==> src/rtl/jtag_tap_param.sv <==
// jtag_tap_param: parametrised IEEE 1149.1 test access port.
//
// Contains the 16-state TAP controller, an IR_WIDTH instruction register and the
// bypass, IDCODE, USERCODE, BIST-status and boundary-scan data registers, plus the
// pin muxing between the JTAG boundary cells and the core/pad signals.
//
// Ports:
//   TCK        test clock, the only clock
//   TRST       asynchronous active-low reset
//   TMS, TDI   sampled on posedge TCK
//   TDO        test data out, updated on negedge TCK
//   TDO_EN     high while in Shift-IR / Shift-DR (negedge registered)
//   pad_in     input pads           -> core_in   (to core)
//   core_out   core outputs         -> pad_out   (to pads)
//   pad_oe     pad output enable, dropped by HIGHZ
//   bist_run   BIST request, bist_done / bist_pass BIST handshake inputs
//   tap_state  current TAP controller state (debug)
//
// state | meaning
// F     | Test-Logic-Reset
// C     | Run-Test/Idle
// 7 / 4 | Select-DR-Scan / Select-IR-Scan
// 6 / E | Capture-DR / Capture-IR
// 2 / A | Shift-DR / Shift-IR
// 1 / 9 | Exit1-DR / Exit1-IR
// 3 / B | Pause-DR / Pause-IR
// 0 / 8 | Exit2-DR / Exit2-IR
// 5 / D | Update-DR / Update-IR
module jtag_tap_param #(
    parameter int          IR_WIDTH     = 4,
    parameter int          N_IN         = 2,
    parameter int          N_OUT        = 8,
    parameter logic [31:0] IDCODE_VAL   = 32'h1234_5093,
    parameter logic [31:0] USERCODE_VAL = 32'h0000_0000,
    parameter int          OP_SAMPLE    = 1,
    parameter int          OP_EXTEST    = 2,
    parameter int          OP_INTEST    = 3,
    parameter int          OP_RUNBIST   = 4,
    parameter int          OP_CLAMP     = 5,
    parameter int          OP_IDCODE    = 7,
    parameter int          OP_USERCODE  = 8,
    parameter int          OP_HIGHZ     = 9
) (
    input  logic             TCK,
    input  logic             TRST,
    input  logic             TMS,
    input  logic             TDI,
    output logic             TDO,
    output logic             TDO_EN,
    input  logic [N_IN-1:0]  pad_in,
    output logic [N_IN-1:0]  core_in,
    input  logic [N_OUT-1:0] core_out,
    output logic [N_OUT-1:0] pad_out,
    output logic             pad_oe,
    output logic             bist_run,
    input  logic             bist_done,
    input  logic             bist_pass,
    output logic [3:0]       tap_state
);

    localparam int N_BSR = N_IN + N_OUT;

    localparam logic [IR_WIDTH-1:0] op_sample   = IR_WIDTH'(OP_SAMPLE);
    localparam logic [IR_WIDTH-1:0] op_extest   = IR_WIDTH'(OP_EXTEST);
    localparam logic [IR_WIDTH-1:0] op_intest   = IR_WIDTH'(OP_INTEST);
    localparam logic [IR_WIDTH-1:0] op_runbist  = IR_WIDTH'(OP_RUNBIST);
    localparam logic [IR_WIDTH-1:0] op_clamp    = IR_WIDTH'(OP_CLAMP);
    localparam logic [IR_WIDTH-1:0] op_idcode   = IR_WIDTH'(OP_IDCODE);
    localparam logic [IR_WIDTH-1:0] op_usercode = IR_WIDTH'(OP_USERCODE);
    localparam logic [IR_WIDTH-1:0] op_highz    = IR_WIDTH'(OP_HIGHZ);

    typedef enum logic [3:0] {
        ST_TLR    = 4'hF, ST_RTI    = 4'hC,
        ST_SELDR  = 4'h7, ST_CAPDR  = 4'h6, ST_SHDR  = 4'h2, ST_EX1DR = 4'h1,
        ST_PAUSDR = 4'h3, ST_EX2DR  = 4'h0, ST_UPDDR = 4'h5,
        ST_SELIR  = 4'h4, ST_CAPIR  = 4'hE, ST_SHIR  = 4'hA, ST_EX1IR = 4'h9,
        ST_PAUSIR = 4'hB, ST_EX2IR  = 4'h8, ST_UPDIR = 4'hD
    } tap_state_t;

    tap_state_t state, state_nxt;

    logic reset_st, capture_ir, shift_ir, update_ir;
    logic capture_dr, shift_dr, update_dr, in_rti;

    logic [IR_WIDTH-1:0] ir_sr;
    logic [IR_WIDTH-1:0] ir_q;
    logic                bypass_sr;
    logic [31:0]         id_sr;
    logic [1:0]          bist_sr;
    logic [N_BSR-1:0]    bsr;
    logic [N_BSR-1:0]    bsr_latch;

    logic sel_bsr, sel_id, sel_uc, sel_runbist;
    logic is_sample, is_extest, is_intest, is_clamp, is_highz;
    logic dr_lsb;

    // ---------------- TAP controller ----------------
    always_ff @(posedge TCK or negedge TRST) begin
        if (!TRST) state <= ST_TLR;
        else       state <= state_nxt;
    end

    always_comb begin
        state_nxt = state;
        case (state)
            ST_TLR:    state_nxt = TMS ? ST_TLR   : ST_RTI;
            ST_RTI:    state_nxt = TMS ? ST_SELDR : ST_RTI;
            ST_SELDR:  state_nxt = TMS ? ST_SELIR : ST_CAPDR;
            ST_CAPDR:  state_nxt = TMS ? ST_EX1DR : ST_SHDR;
            ST_SHDR:   state_nxt = TMS ? ST_EX1DR : ST_SHDR;
            ST_EX1DR:  state_nxt = TMS ? ST_UPDDR : ST_PAUSDR;
            ST_PAUSDR: state_nxt = TMS ? ST_EX2DR : ST_PAUSDR;
            ST_EX2DR:  state_nxt = TMS ? ST_UPDDR : ST_SHDR;
            ST_UPDDR:  state_nxt = TMS ? ST_SELDR : ST_RTI;
            ST_SELIR:  state_nxt = TMS ? ST_TLR   : ST_CAPIR;
            ST_CAPIR:  state_nxt = TMS ? ST_EX1IR : ST_SHIR;
            ST_SHIR:   state_nxt = TMS ? ST_EX1IR : ST_SHIR;
            ST_EX1IR:  state_nxt = TMS ? ST_UPDIR : ST_PAUSIR;
            ST_PAUSIR: state_nxt = TMS ? ST_EX2IR : ST_PAUSIR;
            ST_EX2IR:  state_nxt = TMS ? ST_UPDIR : ST_SHIR;
            ST_UPDIR:  state_nxt = TMS ? ST_SELDR : ST_RTI;
            default:   state_nxt = ST_TLR;
        endcase
    end

    always_comb begin
        reset_st   = (state == ST_TLR);
        in_rti     = (state == ST_RTI);
        capture_ir = (state == ST_CAPIR);
        shift_ir   = (state == ST_SHIR);
        update_ir  = (state == ST_UPDIR);
        capture_dr = (state == ST_CAPDR);
        shift_dr   = (state == ST_SHDR);
        update_dr  = (state == ST_UPDDR);
    end

    assign tap_state = state;

    // ---------------- instruction register ----------------
    always_ff @(posedge TCK or negedge TRST) begin
        if (!TRST)           ir_sr <= IR_WIDTH'(1);
        else if (capture_ir) ir_sr <= IR_WIDTH'(1);
        else if (shift_ir)   ir_sr <= {TDI, ir_sr[IR_WIDTH-1:1]};
    end

    // Active IR only moves at the Update-IR negedge, so the decode below is
    // stable for the whole of every other state.
    always_ff @(negedge TCK or negedge TRST) begin
        if (!TRST)          ir_q <= op_idcode;
        else if (reset_st)  ir_q <= op_idcode;
        else if (update_ir) ir_q <= ir_sr;
    end

    // Anything not listed selects the bypass register.
    always_comb begin
        sel_bsr     = 1'b0;
        sel_id      = 1'b0;
        sel_uc      = 1'b0;
        sel_runbist = 1'b0;
        is_sample   = 1'b0;
        is_extest   = 1'b0;
        is_intest   = 1'b0;
        is_clamp    = 1'b0;
        is_highz    = 1'b0;
        case (ir_q)
            op_sample:   begin sel_bsr = 1'b1; is_sample = 1'b1; end
            op_extest:   begin sel_bsr = 1'b1; is_extest = 1'b1; end
            op_intest:   begin sel_bsr = 1'b1; is_intest = 1'b1; end
            op_runbist:  sel_runbist = 1'b1;
            op_clamp:    is_clamp    = 1'b1;
            op_idcode:   sel_id      = 1'b1;
            op_usercode: sel_uc      = 1'b1;
            op_highz:    is_highz    = 1'b1;
            default:     ;
        endcase
    end

    // ---------------- data registers ----------------
    always_ff @(posedge TCK or negedge TRST) begin
        if (!TRST)           bypass_sr <= 1'b0;
        else if (capture_dr) bypass_sr <= 1'b0;
        else if (shift_dr)   bypass_sr <= TDI;
    end

    always_ff @(posedge TCK or negedge TRST) begin
        if (!TRST) begin
            id_sr <= '0;
        end else if (sel_id || sel_uc) begin
            if (capture_dr)    id_sr <= sel_id ? IDCODE_VAL : USERCODE_VAL;
            else if (shift_dr) id_sr <= {TDI, id_sr[31:1]};
        end
    end

    always_ff @(posedge TCK or negedge TRST) begin
        if (!TRST) begin
            bist_sr <= '0;
        end else if (sel_runbist) begin
            if (capture_dr)    bist_sr <= {bist_pass, bist_done};
            else if (shift_dr) bist_sr <= {TDI, bist_sr[1]};
        end
    end

    // INTEST captures the driven core inputs (the latch) rather than the pads.
    always_ff @(posedge TCK or negedge TRST) begin
        if (!TRST) begin
            bsr <= '0;
        end else if (sel_bsr) begin
            if (capture_dr)
                bsr <= {core_out, is_intest ? bsr_latch[N_IN-1:0] : pad_in};
            else if (shift_dr)
                bsr <= {TDI, bsr[N_BSR-1:1]};
        end
    end

    always_ff @(negedge TCK or negedge TRST) begin
        if (!TRST)                     bsr_latch <= '0;
        else if (reset_st)             bsr_latch <= '0;
        else if (update_dr && sel_bsr) bsr_latch <= bsr;
    end

    always_ff @(posedge TCK or negedge TRST) begin
        if (!TRST) bist_run <= 1'b0;
        else       bist_run <= in_rti && sel_runbist;
    end

    // ---------------- TDO ----------------
    always_comb begin
        if (sel_id || sel_uc)  dr_lsb = id_sr[0];
        else if (sel_runbist)  dr_lsb = bist_sr[0];
        else if (sel_bsr)      dr_lsb = bsr[0];
        else                   dr_lsb = bypass_sr;
    end

    always_ff @(negedge TCK or negedge TRST) begin
        if (!TRST) begin
            TDO    <= 1'b0;
            TDO_EN <= 1'b0;
        end else begin
            TDO    <= shift_ir ? ir_sr[0] : (shift_dr ? dr_lsb : 1'b0);
            TDO_EN <= shift_ir || shift_dr;
        end
    end

    // ---------------- pin muxing ----------------
    assign pad_out = (is_extest || is_clamp) ? bsr_latch[N_BSR-1:N_IN] : core_out;
    assign core_in = is_intest ? bsr_latch[N_IN-1:0] : pad_in;
    assign pad_oe  = !is_highz;

endmodule
==> config.mk <==
export PLATFORM = sky130hd
export DESIGN_NAME = jtag_tap_param
export DESIGN_NICKNAME = d
export VERILOG_FILES = /design/src/rtl/jtag_tap_param.sv
export SDC_FILE = /design/constraint.sdc
export NUM_CORES = 1
export LEC_CHECK = 0
export CORE_ASPECT_RATIO = 0.8
export CORE_MARGIN = 5
export CORE_UTILIZATION = 50
export CTS_BUF_LIST = sky130_fd_sc_hd__clkbuf_2 sky130_fd_sc_hd__clkbuf_4 sky130_fd_sc_hd__clkbuf_8
export DETAILED_ROUTE_END_ITERATION = 8
export PLACE_DENSITY_LB_ADDON = 0.15
export SKIP_CTS_REPAIR_TIMING = 1
export SLEW_MARGIN = 10
export SYNTH_ARGS = -nofsm -noshare
export SYNTH_HDL_FRONTEND = slang
export SYNTH_SLANG_ARGS = --single-unit
==> constraint.sdc <==
create_clock -name TCK -period 1.8 [get_ports TCK]
set_input_delay 0.18 -clock TCK [delete_from_list [all_inputs] [get_ports TCK]]
set_output_delay 0.18 -clock TCK [all_outputs]
set_load 0.02 [all_outputs]
==> results.cfg <==
[setup_path]
r2r_slack_ns = -0.88
cp.required_ns = 1.62
cp_slowest_cell = dfstp_2
r2r-end = id_sr[16]
max_stage_delay_ns = 0.55
endpoint_kind = primary output
critical_path_class = reg -> out
worstSetupStartpoint = ir_q[1]
worstSetupStartpointType = flop
crit_top_cell = buf_6
path_cells = buf_6 > nor2b_4 > a21oi_2 > nor2_4 > buf_6 > buf_6 > buf_6 > mux2_4 > buf_6
r2r-start = ir_q[1]
crit_arrival_ns = 3.02
path_max_fanout = 5
reg2reg_depth = 8

[placed_design]
port_buffers = 33
placed_area_um2 = 4000
finalWeightedCongestion = 0.816
dp_hpwl_mm = 4.83
dp_slack_ns = -1.23

[timing]
tightest_slew_ns = 0.540
setup_viol = 74
fin_ws_ns = -1.40
skew_ns = 0.0611
setup_tns_ns = -55.21
grt_setup_unrepaired = true
max-slew-margin-rel_pct = 64.0
maxSlewViolCount = 0
hold_viol = 0

[route]
wl_per_cell_um = 17.8
drcViolationCount = 0
ant_nets = 0
wirelength_mm = 9.46
first_iter_violations = 193
firstDrtPassIters = 4
vias = 2939
via_per_inst = 5.53

[synth]
synthTopCellsByCount = nand2_1, dfrtp_1, o21ai_0
synth_warnings = 0
syn_nets = 354
synth_largest_area_cell = dfrtp_1
synth_ff_type = dfrtp_1
synth_area_leaders = dfrtp_1, dfrtn_1, nand2_1
synth_cells = 338
async_reset_ff_share_pct = 100
synth-edff-count = 0
ys_seq_elements = 70
yosysMostFrequentCell = nand2_1
ys_seq_area_share_pct = 53.1
avgSynthCellArea_um2 = 9.81
synth.distinct_cells = 40
synth.top_cell.area_share_pct = 37.0
syn_area_um2 = 3320

[pwr]
p_clk_share_pct = 17.1
pwr-share-comb_pct = 52.4
power.density_nw_per_um2 = 1580
power_frac_seq_pct = 30.6
internal_power_mw = 5.02
p_sw_share_pct = 37.4
p_leak_nw = 2.35
vdd.ir_drop.worst_v = 0.000791
p_switching_mw = 3.00

[clock_tree]
clk_latency_ns = 0.38
cts_tree = built
clkTransAtPathRegs_ns = 0.06
cts.htree.levels = 3
cts_buffers = 9
clock_path_buffers = 2
cts_root_buf = clkbuf_8
clkSinkCount = 70

[floorplanning]
start_util_pct = 51.8
die_w_um = 101
io_pins = 34
num_rows = 26
coreArea_um2 = 6410
die-area_um2 = 8370
die_h_um = 82.9

[cells_and_area]
drive_gt1_share_pct = 46.8
utilization_pct = 79.3
antenna_cells = 0
fin_nets = 458
stdcell_area_um2 = 5080
syn2layout_area_growth_pct = 53.2

[run_status]
violations = setup timing
status = finished with violations

[hold_path]
min_path_type = in -> async

[grt]
grt_pass1_wl_mm = 12.1
antenna_found_initial = 0
grt_max_degree = 44
grt_pass1_vias = 2463
grtUsageTotal_pct = 18.1
overflow = 0

[run]
drv_cap = 0
==> state kept, by name, indices dropped and copies added (netlist names) <==
signal	count
TDO_EN	1
ir_q	4
bist_sr	2
tap_state	4
bist_run	1
TDO	1
ir_sr	4
bypass_sr	1
bsr_latch	10
id_sr	32
bsr	10
==> final cells by class <==
type	count	area [um2]
sequential	70	1760
tap	84	105
clock inverter	5	48.8
multi-input combinational	233	1680
clock buffer	14	180
inverter	13	48.8
fill	342	1330
timing repair buffer	112	1260
==> how the worst max path moves through the flow <==
stage | endpoint | slack, ns | cells past startpoint
2_1_floorplan | pad_out[0] | -0.71 | 4
3_3_place_gp | pad_out[5] | -1.19 | 5
3_5_place_dp | pad_out[4] | -1.23 | 5
4_1_cts | pad_out[4] | -1.64 | 5
5_1_grt | pad_out[3] | -1.45 | 9
6_report | pad_out[3] | -1.40 | 9
==> power groups by stage <==
stage | combinational [mW] | sequential (mW) | clock, mW
global route | 4.47 | 2.50 | 1.47
global placement | 2.88 | 2.37 | 0.0139
detailed placement | 2.92 | 2.39 | 0.0139
finish | 4.20 | 2.45 | 1.37
CTS | 2.95 | 2.36 | 1.40
floorplan | 1.80 | 2.45 | 0.0139
==> kinds of logic (layout without fill, tap and decap cells) <==
kind of cell    after synthesis  count (layout)  synth area share [%]
flops                        70              70                  53.1
simple gates                120             120                  17.3
compound gates               91              91                  16.4
buf+inv                      35             144                  6.04
mux                          22              22                  7.09
==> per-layer routing <==
layer	routed length, um	GRT usage (%)	vias up	part of all wire (%)
met4	153	6.04	0	1.6
met3	530	4.86	18	5.6
met2	4670	26.5	96	49
met1	4100	26.1	1462	43
li1	-	-	1363	-
met5	0	0	-	0
==> layout by cell type (no fill, tap or decap), types with 2 or more instances in the layout <==
| cell | n |
|---|---|
| nand2_1 | 58 |
| nor2b_1 | 3 |
| mux2i_1 | 10 |
| o21ai_1 | 25 |
| nand3_2 | 10 |
| mux2_4 | 6 |
| buf_2 | 3 |
| buf_6 | 30 |
| buf_12 | 6 |
| buf_4 | 38 |
| dlymetal6s2s_1 | 5 |
| dfrtp_1 | 49 |
| clkbuf_16 | 8 |
| o21ai_2 | 30 |
| nor2b_4 | 3 |
| nand2_2 | 16 |
| nand2b_1 | 2 |
| clkbuf_8 | 12 |
| dfrtn_1 | 13 |
| mux2_2 | 6 |
| nor3b_4 | 2 |
| nand3_4 | 2 |
| o21ai_0 | 9 |
| a21oi_1 | 13 |
| nand2_4 | 4 |
| clkdlybuf4s50_1 | 15 |
| nor2_4 | 2 |
| nor2_1 | 7 |
| a21oi_2 | 5 |
| buf_8 | 5 |
| nand3b_1 | 2 |
| clkbuf_4 | 2 |
| dfstp_2 | 8 |
| inv_1 | 15 |
==> stage by stage <==
step / hold WS (ns) / instances / power [mW]
2_1_floorplan: -0.116 / 338 / 4.27
3_3_place_gp: 0.0707 / 470 / 5.26
3_5_place_dp: 0.0696 / 470 / 5.32
4_1_cts: -0.295 / 488 / 6.70
5_1_grt: 0.271 / 531 / 8.44
6_report: 0.258 / 531 / 8.02
==> critical path, delay by kind of cell, from the launching register on <==
kind | cells | cell delay (ns)
multiplexers | 1 | 0.29
AO/OA/AOI/OAI | 1 | 0.16
flip-flops | 1 | 0.55
AND/OR/NAND/NOR | 2 | 0.11
buffers and inverters | 5 | 0.61
Power figures use the tool's default switching activity.
